===== src/rtl/display_pkg.sv =====
// Shared types and constants for the multi-digit 7-segment scan controller.
package display_pkg;

  typedef enum logic {SHOW, GUARD} scan_state_t;

  typedef logic [3:0] bcd_t;

  localparam logic [6:0] SEG_BLANK = 7'b0000000;

  function automatic logic bcd_valid(input bcd_t digit);
    return (digit <= 4'd9);
  endfunction

endpackage


===== src/rtl/seven_segment_display.sv =====
// BCD/hex to 7-segment decoder; segments {a,b,c,d,e,f,g}, active-high.
module seven_segment_display
  import display_pkg::*;
(
  input  bcd_t       i_digit,
  output logic [6:0] o_seg
);

  always_comb begin
    o_seg = SEG_BLANK;
    case (i_digit)
      4'h0: o_seg = 7'b1111110;
      4'h1: o_seg = 7'b0110000;
      4'h2: o_seg = 7'b1101101;
      4'h3: o_seg = 7'b1111001;
      4'h4: o_seg = 7'b0110011;
      4'h5: o_seg = 7'b1011011;
      4'h6: o_seg = 7'b1011111;
      4'h7: o_seg = 7'b1110000;
      4'h8: o_seg = 7'b1111111;
      4'h9: o_seg = 7'b1111011;
      4'hA: o_seg = 7'b1110111;
      4'hB: o_seg = 7'b0011111;
      4'hC: o_seg = 7'b1001110;
      4'hD: o_seg = 7'b0111101;
      4'hE: o_seg = 7'b1001111;
      4'hF: o_seg = 7'b1000111;
      default: o_seg = SEG_BLANK;
    endcase
  end

endmodule


===== src/rtl/display_scan_ctrl.sv =====
// Time-multiplexed scan controller for a common-anode multi-digit display with
// guard intervals and a double-buffered BCD value. Optional: LEADING_ZERO_BLANK_EN.
module display_scan_ctrl
  import display_pkg::*;
#(
  parameter int NUM_DIGITS  = 4,
  parameter int REFRESH_DIV = 50000,
  parameter int GUARD_CYC   = 500
) (
  input  logic                    clk,
  input  logic                    reset,
  input  logic                    load,
  input  logic [4*NUM_DIGITS-1:0] value_in,
  output logic [NUM_DIGITS-1:0]   an_n,
  output logic [6:0]              seg,
  output logic                    frame_done,
  output logic                    pending
);

  localparam int MAX_PH = (REFRESH_DIV > GUARD_CYC) ? REFRESH_DIV : GUARD_CYC;
  localparam int CNT_W  = (MAX_PH > 1) ? $clog2(MAX_PH) : 1;
  localparam int IDX_W  = (NUM_DIGITS > 1) ? $clog2(NUM_DIGITS) : 1;
  localparam logic [CNT_W-1:0] SHOW_LAST  = CNT_W'(REFRESH_DIV - 1);
  localparam logic [CNT_W-1:0] GUARD_LAST = CNT_W'(GUARD_CYC - 1);
  localparam logic [IDX_W-1:0] LAST_DIGIT = IDX_W'(NUM_DIGITS - 1);

  scan_state_t             r_state;
  scan_state_t             w_state_nxt;
  logic [CNT_W-1:0]        r_cnt;
  logic [CNT_W-1:0]        w_cnt_nxt;
  logic [IDX_W-1:0]        r_idx;
  logic [IDX_W-1:0]        w_idx_nxt;
  logic                    w_wrap;

  logic [4*NUM_DIGITS-1:0] r_shadow;
  logic [4*NUM_DIGITS-1:0] r_active;
  logic                    r_pending;
  logic [4*NUM_DIGITS-1:0] w_shadow_nxt;
  logic [4*NUM_DIGITS-1:0] w_active_nxt;
  logic                    w_pending_nxt;

  logic [NUM_DIGITS-1:0]   r_an_n;
  logic [6:0]              r_seg;
  logic                    r_frame_done;
  logic [NUM_DIGITS-1:0]   w_an_nxt;
  logic [6:0]              w_seg_nxt;

  bcd_t                    w_digit;
  logic [6:0]              w_dec_seg;
  logic                    w_lz_blank;

  always_ff @(posedge clk or posedge reset) begin
    if (reset) begin
      r_state <= SHOW;
      r_cnt   <= '0;
      r_idx   <= '0;
    end else begin
      r_state <= w_state_nxt;
      r_cnt   <= w_cnt_nxt;
      r_idx   <= w_idx_nxt;
    end
  end

  always_comb begin
    w_state_nxt = r_state;
    w_cnt_nxt   = r_cnt + CNT_W'(1);
    w_idx_nxt   = r_idx;
    w_wrap      = 1'b0;
    if (r_state == SHOW) begin
      if (r_cnt == SHOW_LAST) begin
        w_state_nxt = GUARD;
        w_cnt_nxt   = '0;
      end
    end else begin
      if (r_cnt == GUARD_LAST) begin
        w_state_nxt = SHOW;
        w_cnt_nxt   = '0;
        if (r_idx == LAST_DIGIT) begin
          w_idx_nxt = '0;
          w_wrap    = 1'b1;
        end else begin
          w_idx_nxt = r_idx + IDX_W'(1);
        end
      end
    end
  end

  // Buffer swap happens in the cycle frame_done is visible, so a load in that
  // same cycle goes straight to the active register and shows in the next SHOW.
  always_comb begin
    w_shadow_nxt  = r_shadow;
    w_active_nxt  = r_active;
    w_pending_nxt = r_pending;
    if (r_frame_done) begin
      if (load) begin
        w_active_nxt = value_in;
        w_shadow_nxt = value_in;
      end else if (r_pending) begin
        w_active_nxt = r_shadow;
      end
      w_pending_nxt = 1'b0;
    end else if (load) begin
      w_shadow_nxt  = value_in;
      w_pending_nxt = 1'b1;
    end
  end

  always_ff @(posedge clk or posedge reset) begin
    if (reset) begin
      r_shadow  <= '0;
      r_active  <= '0;
      r_pending <= 1'b0;
    end else begin
      r_shadow  <= w_shadow_nxt;
      r_active  <= w_active_nxt;
      r_pending <= w_pending_nxt;
    end
  end

  assign w_digit = w_active_nxt[{r_idx, 2'b00} +: 4];

  seven_segment_display u_dec (
    .i_digit (w_digit),
    .o_seg   (w_dec_seg)
  );

`ifdef LEADING_ZERO_BLANK_EN
  // Nibble k and everything above it zero means a leading zero.
  assign w_lz_blank = (r_idx != '0) && ((w_active_nxt >> {r_idx, 2'b00}) == '0);
`else
  assign w_lz_blank = 1'b0;
`endif

  always_comb begin
    w_an_nxt  = '1;
    w_seg_nxt = SEG_BLANK;
    if (r_state == SHOW) begin
      w_an_nxt = ~(NUM_DIGITS'(1) << r_idx);
      if (bcd_valid(w_digit) && !w_lz_blank) begin
        w_seg_nxt = w_dec_seg;
      end
    end
  end

  always_ff @(posedge clk or posedge reset) begin
    if (reset) begin
      r_an_n       <= '1;
      r_seg        <= SEG_BLANK;
      r_frame_done <= 1'b0;
    end else begin
      r_an_n       <= w_an_nxt;
      r_seg        <= w_seg_nxt;
      r_frame_done <= w_wrap;
    end
  end

  assign an_n       = r_an_n;
  assign seg        = r_seg;
  assign frame_done = r_frame_done;
  assign pending    = r_pending;

endmodule

===== config.mk =====
export PLATFORM = sky130hd
export DESIGN_NAME = display_scan_ctrl
export DESIGN_NICKNAME = d
export VERILOG_FILES = /design/src/rtl/display_pkg.sv /design/src/rtl/seven_segment_display.sv /design/src/rtl/display_scan_ctrl.sv
export SDC_FILE = /design/constraint.sdc
export NUM_CORES = 1
export LEC_CHECK = 0
export BUFFER_PORTS_ARGS = -buffer_cell sky130_fd_sc_hd__buf_4
export CORE_MARGIN = 2
export CORE_UTILIZATION = 52
export DETAILED_ROUTE_END_ITERATION = 10
export PLACE_DENSITY = 0.76
export SYNTH_ARGS = -nofsm -noshare
export SYNTH_HDL_FRONTEND = slang
export SYNTH_SLANG_ARGS = --single-unit

===== constraint.sdc =====
create_clock -name clk -period 3.3 [get_ports clk]
set_input_delay 0.66 -clock clk [delete_from_list [all_inputs] [get_ports clk]]
set_output_delay 0.66 -clock clk [all_outputs]
set_load 0.005 [all_outputs]

# Yosys cells after proc, flatten, opt, wreduce, memory -nomap -nowiden

Memories as Yosys holds them, arrays and structs flattened.
Index checks and enable logic that the tools add are counted.

Register bits: 64
Bits in read-only memories: 112
Memories: 1

Add/sub/neg operators: 2
Magnitude comparators: 1
Equality and inequality tests: 3
Shift operators: 2
Mux-type cells: 18
Bitwise gates (word level): 1
Reductions and logical operators: 2

Memory list:

| memory          | words | bits a word | read ports | clocked after memory_dff | write ports | line                        | source |
|---|---|---|---|---|---|---|---|
| (no name shown) | 16    | 7           | 1          | 0                        | 0           | seven_segment_display.sv:11 | `case (i_digit)` |

Operators with widths:

| cell                    | count |
|---|---|
| $mux W16                | 6 |
| $add A16 B1 Y16 const B | 1 |
| $eq A16 B16 Y1 const B  | 1 |
| $eq A16 B9 Y1 const B   | 1 |
| $shiftx A16 B5 Y4       | 1 |
| $mux W7                 | 2 |
| $mux W1                 | 8 |
| $le A4 B4 Y1 const B    | 1 |
| $mux W4                 | 1 |
| $not A4 Y4              | 1 |
| $shl A1 B2 Y4 const A   | 1 |
| $add A2 B1 Y2 const B   | 1 |
| $eq A2 B2 Y1 const B    | 1 |
| $mux W2                 | 1 |
| $reduce_and A2 Y1       | 1 |
| $reduce_bool A2 Y1      | 1 |

# Depth between registers and ports, before layout

Gate-level depths: netlist of run 1.

Word-level depth: 7
Depth in mapped cells: 12

# Cells and area by module

Synthesis of run 1 repeated with hierarchy kept, for this count alone.

Cell total of the unflattened synthesis: 289
Area, all modules: 3205.6 µm²

Modules (own cells, without submodules):

| module                | instances | cells each | area each (µm²) | seq. area each (µm²) |
|---|---|---|---|---|
| display_scan_ctrl     | 1         | 256        | 2917.8          | 1606.5 |
| seven_segment_display | 1         | 33         | 287.8           | 0.0 |

# Worst setup path before layout of run 1

OpenSTA, ideal clock, no wires.

Path type: in2reg
Start: in load
End: reg r_seg[6], in the netlist seg[6]
Setup time: 0.099 ns
Data arrival time: 3.064 ns
Required time: 3.201 ns
Slack: 0.137 ns
Cell stages on the path: 9
Path through: buf_6 > buf_6 > mux2_2 > mux4_2 > mux2i_2 > inv_1 > ha_1 > or4_1 > a311oi_1

Cells in the longest elaborated chain, start to end: 6
Elaborated cells on any way between the ends: 7
Classes of those cells: order compare: 1; shift: 1; mux: 4; memory: 1

RTL lines:

| item                                           | line                     | source |
|---|---|---|
| start, declared                                | display_scan_ctrl.sv:12  | `input logic load,` |
| $mux W16 *                                     | display_scan_ctrl.sv:95  | `if (load) begin` |
| $mux W16 *                                     | display_scan_ctrl.sv:94  | `if (r_frame_done) begin` |
| $shiftx A16 B5 Y4 *                            | display_scan_ctrl.sv:120 | `assign w_digit = w_active_nxt[{r_idx, 2'b00} +: 4];` |
| $mem_v2 Z16 W7 or $le A4 B4 Y1 (tied branches) | -                        |  |
| $mux W7 *                                      | display_scan_ctrl.sv:139 | `if (bcd_valid(w_digit) && !w_lz_blank) begin` |
| $mux W7 *                                      | display_scan_ctrl.sv:137 | `if (r_state == SHOW) begin` |
| net w_seg_nxt[6]                               | display_scan_ctrl.sv:46  | `logic [6:0] w_seg_nxt;` |
| end signal, assigned                           | display_scan_ctrl.sv:152 | `r_seg <= w_seg_nxt;` |
| end, declared                                  | display_scan_ctrl.sv:43  | `logic [6:0] r_seg;` |

Mark *: on every way through the listed nets, which the timed path passes. The rest lies on a longest branch.
A chain may end at the register's enable or synchronous reset.

# Final worst setup path of run 1

Ends and elaborated chain as after synthesis.

==> results of run 1 <==
## through the flow
stage | hold WS, ps | instances | area, um^2 | worst slack (ps) | power [mW]
floorplan | 445 | 261 | 3130 | 137 | 0.869
global placement | 462 | 364 | 3430 | 278 | 0.897
detailed placement | 472 | 364 | 3430 | 166 | 0.901
CTS | 247 | 380 | 3600 | 490 | 1.48
global route | 262 | 380 | 3600 | 338 | 1.52
finish | 247 | 380 | 3600 | 465 | 1.46
## area by class of cell
type	instances	area [um^2]
Clock buffer	13	149
Clock inverter	3	17.5
Fill cell	463	2250
Inverter	13	62.6
Multi-Input combinational cell	176	1400
Sequential cell	64	1610
Tap cell	75	93.8
Timing Repair Buffer	36	270
## per-layer routing
metal | wire [um] | part of all wire (%) | GRT usage (%) | vias up
li1 | - | - | - | 1028
met1 | 2840 | 46 | 26.4 | 1063
met2 | 3030 | 49 | 34.0 | 44
met3 | 173 | 2.8 | 3.63 | 10
met4 | 103 | 1.7 | 9.33 | 0
met5 | 0 | 0 | 0 | -
## Yosys cell counts, types with 4 or more instances
master / n / area [um^2]
dfrtp_1: 60 / 1500
nor2_1: 27 / 101
mux2_2: 18 / 203
nand2_1: 14 / 52.6
ha_1: 11 / 138
inv_1: 11 / 41.3
o22ai_1: 8 / 50.1
xor2_1: 8 / 70.1
nand4_1: 7 / 43.8
a31oi_1: 6 / 37.5
nor3_1: 6 / 30.0
xnor2_1: 6 / 52.6
mux2i_1: 5 / 50.1
buf_6: 4 / 45.0
dfstp_2: 4 / 105
nor4_2: 4 / 50.1
or4_1: 4 / 30.0
## cells by family after synthesis
group / after synthesis
DFF: 64
adders and majority gates: 11
xor gates and xnor gates: 14
AOI/OAI and AO/OA: 35
muxes: 30
buffers and inverters: 21
and+or+nand+nor: 86
## power breakdown
part           total (mW)  leakage [nW]  switching (mW)  internal (mW)
combinational      0.0718         0.795          0.0353         0.0365
sequential          0.813         0.793         0.00862          0.804
clock               0.578        0.0834           0.287          0.291
total                1.46          1.67           0.331           1.13
## critical path, cell delays in order
cell	delay [ps]
buf_4	160
mux2_2	390
mux4_2	500
mux2i_2	200
inv_1	90
ha_1	230
or4_1	490
a311oi_1	330
## worst max path at each step
| stage | end | slack [ps] | depth (start not counted) |
|---|---|---|---|
| 6_report | seg[6] | 470 | 8 |
| 5_1_grt | seg[5] | 340 | 6 |
| 4_1_cts | seg[6] | 490 | 7 |
| 3_5_place_dp | seg[6] | 170 | 9 |
| 3_3_place_gp | seg[6] | 280 | 8 |
| 2_1_floorplan | seg[6] | 140 | 9 |
## flip-flops by register name, summed over array words and instances (netlist names)
name / count
pending: 1
r_idx: 2
an_n: 4
seg: 7
r_active: 16
r_state: 1
frame_done: 1
r_cnt: 16
r_shadow: 16
## cells in the final DEF, fill, tap and decap left out, drive strengths merged, types with 2 or more instances in the layout
master and count:
o21ai 3, nor4 7, dfrtp 60, o32ai 5, ha 11, mux2 21, nand2b 2, nor3b 2
xnor2 6, clkinv 2, clkbuf 13, nand2 15, inv 12, or4 4, nand4 7, o31ai 3
a21oi 2, nor2b 3, mux4 3, and3 3, a31oi 6, mux2i 6, buf 36, a211oi 2
nor2 27, dfstp 4, a311oi 2, xor2 8, nand3 3, o22ai 8, nor3 7
==> impl_metrics.ini, run 1 <==
[outcome]
outcome = completed

[run]
cap_violations = 0

[cts]
cts_root_buffer = clkbuf_8
htree_levels = 3
hold_buffers = 0
clockBufferDepth = 2
clk_pin_slew_ps = 70
cts_tree = built
cts_made_buffers = 9
clock_latency_ps = 340
cts-resized-gates = 0
clock-sinks = 64
post-cts-setup-buffers = 0

[route]
first_iter_violations = 90
drc = 0
totalWireLength_mm = 6.14
postRouteAntennaNets = 0
routedWlPerCell_um = 16.2
routed-via-count = 2145
drt_pass1_iterations = 4
vias_per_cell = 5.64

[sta]
fin_tns_setup_ps = 0
fin_skew_ps = 13.8
worst_pin_slew_ps = 594
relSlewSlack_pct = 60.1
slew_viol_final = 0
setup-violations-final = 0
rsz0062_at_grt = no
period_needed_ps = 2830
hold_viol_final = 0
finalCritPeriodShare_pct = 85.9
fmax_mhz = 353

[synthesis]
yosys_warnings = 0
synth_compound_gate_area_share_pct = 8.48
synth_adder_area_share_pct = 4.40
synth_nets = 291
synth-seq-cells = 64
async_flop_share_pct = 100
synth_edf_count = 0
synth_top_family_by_area = simple AND/OR/NAND/NOR gates
synth_area_per_cell_um2 = 12.0
netlist_area_mm2 = 0.00313
synthSimpleGateAreaFrac_pct = 15.9
synth_mux_area_share_pct = 12.0
yosys.area_share.xor_xnor_pct = 3.92
yosysSeqAreaShare_pct = 51.3
synth-main-ff-cell = dfrtp_1
synth_cell_types = 51
synth_cells = 261

[placement]
hpwlAfterDp_mm = 4.31
portBuffers = 31
gp_congestion = 0.824

[finish]
fin_util_pct = 61.5
layout-drive-gt1-share_pct = 30.2
syn2layout_area_growth_pct = 15.0
nets = 330
n_antenna_cell = 0

[pwr]
vdd_drop_max_mv = 0.302
p_leak_nw = 1.67
powerDensity_mw_per_mm2 = 407

[critical_path]
r2r_end = seg[6]
endpoint_kind = register
required_ps = 3510
r2r_start = r_idx[1]
r2r_cells = 7
crit_start = load
path_class = input pin to register
r2r_slack_ps = 480
critPathLaunchType = input pin
crit_path_max_fanout = 10
arrival_ps = 3050

[global_routing]
track_usage_pct = 20.5
antenna_found_initial = 0
grt_pass1_wl_mm = 10.3
grt_max_degree = 37
first_global_vias = 2156
grt-ovfl-total = 0

[floorplanning]
die_area_mm2 = 0.00665
start_util_pct = 53.5
rows = 28
core_mm2 = 0.00585
io_pins = 32
die_width_um = 81.6
die_h_um = 81.6

[worst_hold_path]
holdCritPathClass = input pin to async pin
Power figures use the tool's default switching activity.
==> run 2: changes to the inputs <==
Settings changed: CORE_UTILIZATION 52 to 45, PLACE_DENSITY 0.76 to 0.68, SETUP_SLACK_MARGIN from default to 0.5.
==> run 2 against run 1 <==
Count of clock-buffer cells in the layout stayed put. Largest power group unchanged. Clock skew decreased by 4.0 ps. Global-route usage down 2.9 points. Highest routed layer unchanged. Largest cell class unchanged. Sequential cell count unchanged.
==> impl_metrics.ini, run 2 (synthesized netlist as in run 1, its figures left out) <==
[floorplanning]
die_h_um = 87.4
core_mm2 = 0.00676
die_width_um = 87.4
rows = 30
start_util_pct = 46.3
die_area_mm2 = 0.00764
io_pins = 32

[route]
drc = 0
postRouteAntennaNets = 0
totalWireLength_mm = 6.05
routed-via-count = 2128
vias_per_cell = 5.50
first_iter_violations = 83
drt_pass1_iterations = 4
routedWlPerCell_um = 15.6

[worst_hold_path]
holdCritPathClass = input pin to async pin

[finish]
multi_input_area_mm2 = 0.00145
register_area_mm2 = 0.00161
syn2layout_area_growth_pct = 17.9
fin_cells = 387
final_cell_mix = dfrtp_1, buf_4, nor2_1
layout-drive-gt1-share_pct = 32.6
nets = 332
top_regs = r_active (16), r_cnt (16), r_shadow (16)
n_antenna_cell = 0
mostFrequentLayoutCell = dfrtp_1
final.fill_count = 590

[global_routing]
antenna_found_initial = 0
grt_max_degree = 30
first_global_vias = 2188
track_usage_pct = 17.7
grt_pass1_wl_mm = 10.5
grt-ovfl-total = 0

[critical_path]
crit_path_end = seg[3]
required_ps = 3530
critPathLaunchType = input pin
endpoint_kind = register
path_class = input pin to register
r2r_end = seg[3]
arrival_ps = 2890
r2r_cells = 8
crit_start = load
crit_path_max_fanout = 10
r2r_start = pending
r2r_slack_ps = 710

[sta]
rsz0062_at_grt = no
finalHoldWorstSlack_ps = 275
fin_tns_setup_ps = 0
period_needed_ps = 2660
slew_viol_final = 0
hold_viol_final = 0
fin_skew_ps = 9.88
setup-violations-final = 0
setup_ws_ps = 636
finalCritPeriodShare_pct = 80.7
fmax_mhz = 375
worst_pin_slew_ps = 700
relSlewSlack_pct = 53.0

[cts]
clk_pin_slew_ps = 70
clock-sinks = 64
clockBufferDepth = 2
cts_root_buffer = clkbuf_8
cts_made_buffers = 9
cts_tree = built
clock_latency_ps = 330
hold_buffers = 0
htree_levels = 3

[placement]
portBuffers = 31
pre_cts_slack_ps = 241
hpwlAfterDp_mm = 4.30
gp_congestion = 0.829
place_inst = 370

[pwr]
vdd_drop_max_mv = 0.163
powerDensity_mw_per_mm2 = 412
p_leak_nw = 1.68

[run]
cap_violations = 0

[outcome]
outcome = completed
run 2: cell type report:
cell class	count	share of cell area, %
Inverter	13	1.76
Multi-Input combinational cell	176	39.3
Sequential cell	64	43.5
Clock buffer	13	3.76
Clock inverter	3	1.15
Tap cell	80	2.71
Timing Repair Buffer	38	7.73
run 2: worst min path at each step:
stage	cells past startpoint	startpoint	to	slack, ps
floorplan	2	r_active[13]	r_active[13]	450
global placement	2	r_active[1]	r_active[1]	460
detailed placement	1	r_cnt[10]	r_cnt[10]	480
CTS	2	reset	r_cnt[0]	270
global route	2	reset	r_cnt[0]	280
finish	2	reset	r_cnt[0]	270
run 2: timing repair:
item                       4_1_cts  5_1_grt
setup endpoints to repair        0        2
gates resized for setup          0        4
hold endpoints to repair         0        0
buffers inserted                 0        1
run 2: critical path, cell delays in order:
cell and delay, ps:
buf_4 160, or2_1 310, nand2_8 150, mux2i_2 260, mux4_2 330, inv_2 80, ha_1 210, o41a_2 480
a211oi_1 240
run 2: metal layers:
metal / vias up / share of wire (%) / track usage [%]
met3: 7 / 3.1 / 4.74
li1: 1030 / - / -
met4: 0 / 1.6 / 6.99
met1: 1055 / 47 / 23.5
met2: 36 / 48 / 27.5
met5: - / 0 / 0
run 2: per-stage QoR:
step	utilization, %	area [um^2]	power, mW
floorplan	-	3180	0.872
global placement	51.7	3490	0.900
detailed placement	51.7	3490	0.901
CTS	54.4	3670	1.54
global route	54.6	3690	1.57
finish	54.6	3690	1.52
run 2: power by group:
group          total [mW]  switching (mW)  internal, mW  leakage [nW]
Combinational      0.0736          0.0356        0.0380         0.798
Sequential          0.812         0.00824         0.804         0.793
Clock               0.633           0.284         0.349        0.0876
Total                1.52           0.328          1.19          1.68
